## config.mk

```make
export PLATFORM = sky130hd
export DESIGN_NAME = dsp_mac_sequencer
export DESIGN_NICKNAME = d
export VERILOG_FILES = /design/src/rtl/dsp_mac_sequencer.sv
export SDC_FILE = /design/constraint.sdc
export NUM_CORES = 1
export LEC_CHECK = 0
export BUFFER_PORTS_ARGS = -buffer_cell sky130_fd_sc_hd__buf_2
export CAP_MARGIN = 30
export CORE_ASPECT_RATIO = 1.1
export CORE_UTILIZATION = 51
export DETAILED_ROUTE_END_ITERATION = 12
export GPL_TIMING_DRIVEN = 0
export PLACE_DENSITY = 0.76
export SYNTH_ARGS = -nofsm -noshare
export SYNTH_HDL_FRONTEND = slang
export SYNTH_SLANG_ARGS = --single-unit
```

## constraint.sdc

```tcl
create_clock -name CLK -period 2.1 [get_ports CLK]
set_clock_uncertainty 0.05 [all_clocks]
set_input_delay 0.42 -clock CLK [delete_from_list [all_inputs] [get_ports CLK]]
set_output_delay 0.42 -clock CLK [all_outputs]
set_load 0.01 [all_outputs]
```

## src/rtl/dsp_mac_sequencer.sv

```systemverilog
// MAC stream controller for one DSP48A1 slice.
// Issues OPMODE sequences, tracks terms through the slice and buffers frame sums.
module dsp_mac_sequencer #(
    parameter int RES_DEPTH = 4,
    parameter int MAC_LAT   = 3,
    parameter int OP_SKEW   = 1,
    parameter int RST_HOLD  = 2
) (
    input  logic        CLK,
    input  logic        RST_N,
    input  logic        IN_VALID,
    output logic        IN_READY,
    input  logic [17:0] IN_A,
    input  logic [17:0] IN_B,
    input  logic        IN_LAST,
    output logic [17:0] DSP_A,
    output logic [17:0] DSP_B,
    output logic [7:0]  DSP_OPMODE,
    output logic        DSP_CE,
    output logic        DSP_RST,
    input  logic [47:0] DSP_P,
    output logic        OUT_VALID,
    input  logic        OUT_READY,
    output logic [47:0] OUT_DATA,
    output logic        BUSY
);

    localparam int AW = (RES_DEPTH > 1) ? $clog2(RES_DEPTH) : 1;
    localparam int CW = AW + 1;
    localparam int HW = $clog2(RST_HOLD + 2);

    localparam logic [CW-1:0] DEPTH_C = CW'(RES_DEPTH);
    localparam logic [HW-1:0] HOLD_C  = HW'(RST_HOLD);

    localparam logic [7:0] OPM_FIRST = 8'h01;
    localparam logic [7:0] OPM_ACC   = 8'h09;
    localparam logic [7:0] OPM_HOLD  = 8'h08;

    logic          dsp_rst;
    logic [HW-1:0] hold_cnt;

    logic          accept;
    logic          in_frame;
    logic [CW-1:0] pending;

    logic [17:0]   dsp_a;
    logic [17:0]   dsp_b;
    logic [7:0]    opmode;

    logic [MAC_LAT:0] tag_v;
    logic [MAC_LAT:0] tag_l;
    logic [OP_SKEW:0] tag_f;

    logic [47:0]   mem [RES_DEPTH];
    logic [AW-1:0] wr_ptr;
    logic [AW-1:0] rd_ptr;
    logic [CW-1:0] fill;
    logic          push;
    logic          pop;
    logic          out_valid;

    // Slice reset is stretched past RST_N release so its registers settle.
    always_ff @(posedge CLK or negedge RST_N) begin
        if (!RST_N) begin
            dsp_rst  <= 1'b1;
            hold_cnt <= '0;
        end else if (dsp_rst) begin
            if (hold_cnt == HOLD_C) begin
                dsp_rst <= 1'b0;
            end else begin
                hold_cnt <= hold_cnt + 1'b1;
            end
        end
    end

    assign IN_READY = !dsp_rst && (pending < DEPTH_C);
    assign accept   = IN_VALID && IN_READY;

    always_ff @(posedge CLK or negedge RST_N) begin
        if (!RST_N) begin
            dsp_a    <= '0;
            dsp_b    <= '0;
            in_frame <= 1'b0;
        end else begin
            dsp_a <= accept ? IN_A : 18'd0;
            dsp_b <= accept ? IN_B : 18'd0;
            if (accept) begin
                in_frame <= !IN_LAST;
            end
        end
    end

    // Index k of each tag vector describes the term issued k cycles ago.
    always_ff @(posedge CLK or negedge RST_N) begin
        if (!RST_N) begin
            tag_v <= '0;
            tag_l <= '0;
            tag_f <= '0;
        end else begin
            tag_v[0] <= accept;
            tag_l[0] <= accept && IN_LAST;
            tag_f[0] <= accept && !in_frame;
            for (int i = 1; i <= MAC_LAT; i++) begin
                tag_v[i] <= tag_v[i-1];
                tag_l[i] <= tag_l[i-1];
            end
            for (int i = 1; i <= OP_SKEW; i++) begin
                tag_f[i] <= tag_f[i-1];
            end
        end
    end

    always_comb begin
        opmode = OPM_HOLD;
        unique case (1'b1)
            tag_v[OP_SKEW] && tag_f[OP_SKEW]:  opmode = OPM_FIRST;
            tag_v[OP_SKEW] && !tag_f[OP_SKEW]: opmode = OPM_ACC;
            default: ;
        endcase
    end

    assign push = tag_v[MAC_LAT] && tag_l[MAC_LAT];
    assign pop  = out_valid && OUT_READY;

    always_ff @(posedge CLK or negedge RST_N) begin
        if (!RST_N) begin
            pending <= '0;
        end else begin
            unique case ({accept && IN_LAST, pop})
                2'b10:   pending <= pending + 1'b1;
                2'b01:   pending <= pending - 1'b1;
                default: ;
            endcase
        end
    end

    // Credit accounting keeps pushes away from a full buffer.
    always_ff @(posedge CLK or negedge RST_N) begin
        if (!RST_N) begin
            wr_ptr <= '0;
            rd_ptr <= '0;
            fill   <= '0;
            for (int i = 0; i < RES_DEPTH; i++) begin
                mem[i] <= '0;
            end
        end else begin
            if (push) begin
                mem[wr_ptr] <= DSP_P;
                wr_ptr      <= wr_ptr + 1'b1;
            end
            if (pop) begin
                rd_ptr <= rd_ptr + 1'b1;
            end
            unique case ({push, pop})
                2'b10:   fill <= fill + 1'b1;
                2'b01:   fill <= fill - 1'b1;
                default: ;
            endcase
        end
    end

    assign out_valid  = (fill != '0);

    assign DSP_A      = dsp_a;
    assign DSP_B      = dsp_b;
    assign DSP_OPMODE = opmode;
    assign DSP_RST    = dsp_rst;
    assign DSP_CE     = !dsp_rst;
    assign OUT_VALID  = out_valid;
    assign OUT_DATA   = mem[rd_ptr];
    assign BUSY       = (|tag_v) || out_valid || in_frame;

endmodule
```

==> results by group <==
Synthesis
  • Cell area after synthesis: 10800 um^2
  • Post-synth top flop: dfrtp_1
  • Syn avg cell area: 17.2 um^2
  • Synth Warn #: 0
  • Register area share after synthesis: 58.4%
  • Synth cell types: 28
  • Post-synth EDFFs: 0
  • Share of flip-flops with an asynchronous set or reset: 100%
  • #FFs+latches synth: 252
  • Synth Instances: 629

Layout
  • # nets final: 956
  • Non-filler cells, final: 1134
  • Ant. Diodes: 0
  • Most common cell after layout, fill and taps aside: dfrtp_1
  • P&R area growth vs syn: 25.4%
  • Most frequent cells in the layout: dfrtp_1 (249), buf_2 (154), mux2_2 (114)
  • Share of layout cells above drive strength 1: 60.7%
  • Final instance area: 13600 um^2

Clock tree
  • CTS Buffer Depth: 3
  • Max H-tree Level: 1
  • Clk Latency, worst-skew pair: 510 ps
  • CTS tree: yes
  • CTS Root Cell: clkbuf_16
  • CTS buffer count: 26
  • Clk pin slew, worst setup/hold paths: 60 ps
  • TritonCTS Sinks: 252

Worst setup path
  • Req. time, crit path: 1630 ps
  • Crit. End Element: output port
  • Critical path startpoint category: flop
  • Crit path kind: flop to output port
  • Critical Path Start: tag_v[2]$_DFF_PN0_
  • Worst R2R Start: fill[0]$_DFFE_PN0P_
  • Worst-path fanout max: 2
  • Worst R2R Setup Slack: 70 ps
  • Critical Path Sink: BUSY
  • R2R cell count: 7
  • CP arrival: 1920 ps
  • Reg2reg end: fill[2]$_DFFE_PN0P_

STA
  • Final worst-path cycle share: 114%
  • Final Hold Vio Count: 0
  • Unrepaired setup endpoints after global routing: true
  • Post-route setup slack: -286 ps
  • Max-slew headroom: 59.8%
  • Post-layout min period: 2390 ps
  • Fmax: 419 MHz
  • Fin. max-slew vios: 0
  • Setup Viol. Count Final: 49
  • Least-Margin Pin Slew: 602 ps

Drt
  • DRC viols: 0
  • Initial DRT Pass Iterations: 4
  • Final wirelength: 22.0 mm
  • Post-route ant nets: 0
  • Via count: 6003
  • Via density: 5.29
  • First DRT Iteration DRCs: 188
  • DR WL/cell: 19.4 um

Pwr
  • Clock power share: 21.9%
  • Worst IR Drop VDD: 750 uV
  • Sw Ratio: 28.1%
  • Gate power share: 40.4%
  • Tot Pwr: 20.5 mW
  • P_leak: 6.59 nW
  • Psw: 5.77 mW
  • Sequential Power Share: 37.7%
  • Int Pwr: 14.7 mW
  • Pwr dens: 1510 nW/um^2

Global routing
  • Number of global-route vias before repair: 6669
  • Initial antenna violation count: 1
  • First-pass GRT wire length: 34.8 mm
  • Remaining Overflow, GRT: 0
  • Total track usage: 20.6%
  • Largest net degree at the start of global routing: 119

Floorplanning
  • Starting density of the core: 52.3%
  • Ports: 186
  • DIE AREA: 21800 um^2
  • Die Width: 141 um
  • Site row count: 55
  • Core ar.: 20600 um^2
  • Die height: 155 um

Outcome
  • Status: finished with violations
  • Violated checks: negative setup slack

Placement
  • Port Buf Inserts: 179
  • Post-DP HPWL: 14.1 mm
  • Routability cong.: 0.747
  • Cell Count Post-Placement: 1071
  • Post-DP Area: 12100 um^2

Job
  • Maxcap violations: 0

Hold path
  • Hold Path Class: input port to flop
  • Worst Hold Launch: IN_LAST
## stage by stage
| step | util (%) | setup WS [ps] | setup TNS [ps] | hold WS, ps |
|---|---|---|---|---|
| after floorplan | - | -5.47 | -5.47 | 74.4 |
| after global placement | 58.4 | -3900 | -974870 | 282 |
| after detailed placement | 58.7 | -150 | -289 | 201 |
| after CTS | 64.9 | -363 | -14290 | 64.1 |
| after global routing | 65.7 | -345 | -16090 | 69.5 |
| final | 65.7 | -286 | -12770 | 82.3 |
## cell families (layout without fill, tap and decap cells)
family	after synthesis	in the layout	synth area share (%)
XOR/XNOR	10	10	0.811
other	1	6	0.0347
flip-flops	252	252	58.4
AND/OR/NAND/NOR	56	56	3.22
AO/OA/AOI/OAI	2	2	0.0926
buffers and inverters	56	300	3.20
adder cells (fa/ha/maj)	9	9	1.18
multiplexers	243	243	33.1
## worst min path at each step
stage | to | slack [ps] | cells past startpoint
2_1_floorplan | DSP_A[0]$_DFF_PN0_ | 70 | 0
3_3_place_gp | tag_l[1]$_DFF_PN0_ | 280 | 0
3_5_place_dp | mem[130]$_DFFE_PN0P_ | 200 | 1
4_1_cts | in_frame$_DFFE_PN0N_ | 60 | 2
5_1_grt | in_frame$_DFFE_PN0N_ | 70 | 2
6_report | in_frame$_DFFE_PN0N_ | 80 | 2
## power groups by stage
stage          Sequential, mW  Combinational, mW  Clock [mW]
6_report                 7.74               8.29        4.50
3_3_place_gp             7.73               6.63           0
4_1_cts                  7.72               8.00        4.60
5_1_grt                  7.98               8.84        4.79
2_1_floorplan            7.54               4.96           0
3_5_place_dp             7.79               6.80           0
## layout make-up
class                           instances  area, um^2
Fill cell                            1459        7090
Sequential cell                       252        6310
Multi-Input combinational cell        326        4230
Timing Repair Buffer                  196        1390
Clock buffer                           44         800
Buffer                                 46         417
Tap cell                              256         320
Clock inverter                          4        45.0
Inverter                               10        40.0
## what timing repair did
action | in CTS | in global routing
setup endpoints to repair | 52 | 52
gates cloned | 3 | 3
gates resized for setup | 64 | 30
pin swaps | 6 | 10
hold endpoints to repair | 17 | 0
hold buffers | 1 | 0
buffers inserted | 9 | 1
## worst max-delay path: stages, from the launching register on
cell     delay, ps
dfrtp_1        370
or4_4          530
or3_4          360
buf_6          130
## state kept, by name, summed over array words and instances (netlist names)
signal    flops
DSP_A        18
tag_f         2
mem         192
tag_l         4
DSP_B        18
rd_ptr        2
fill          3
DSP_RST       1
hold_cnt      2
in_frame      1
pending       3
wr_ptr        2
tag_v         4
## cell usage after synthesis (3+ instances only)
master	instances	share of area, %
nand3_2	4	0.37
clkbuf_1	9	0.31
mux2_4	80	11
nor2_1	4	0.14
inv_1	10	0.35
mux2_2	114	12
ha_1	7	0.81
dfrtp_1	251	58
nand2_1	4	0.14
mux4_2	48	10
xnor2_1	6	0.49
buf_2	15	0.69
buf_6	12	1.3
buf_4	7	0.49
and3_1	37	2.1
buf_1	3	0.10
xor2_1	4	0.32
## per-layer routing
metal	GRT usage, %	part of all wire, %
met1	26.7	43
met2	36.4	51
met3	3.68	4.6
met4	3.83	1.2
met5	0	0
(Power assumes the default switching activity.)
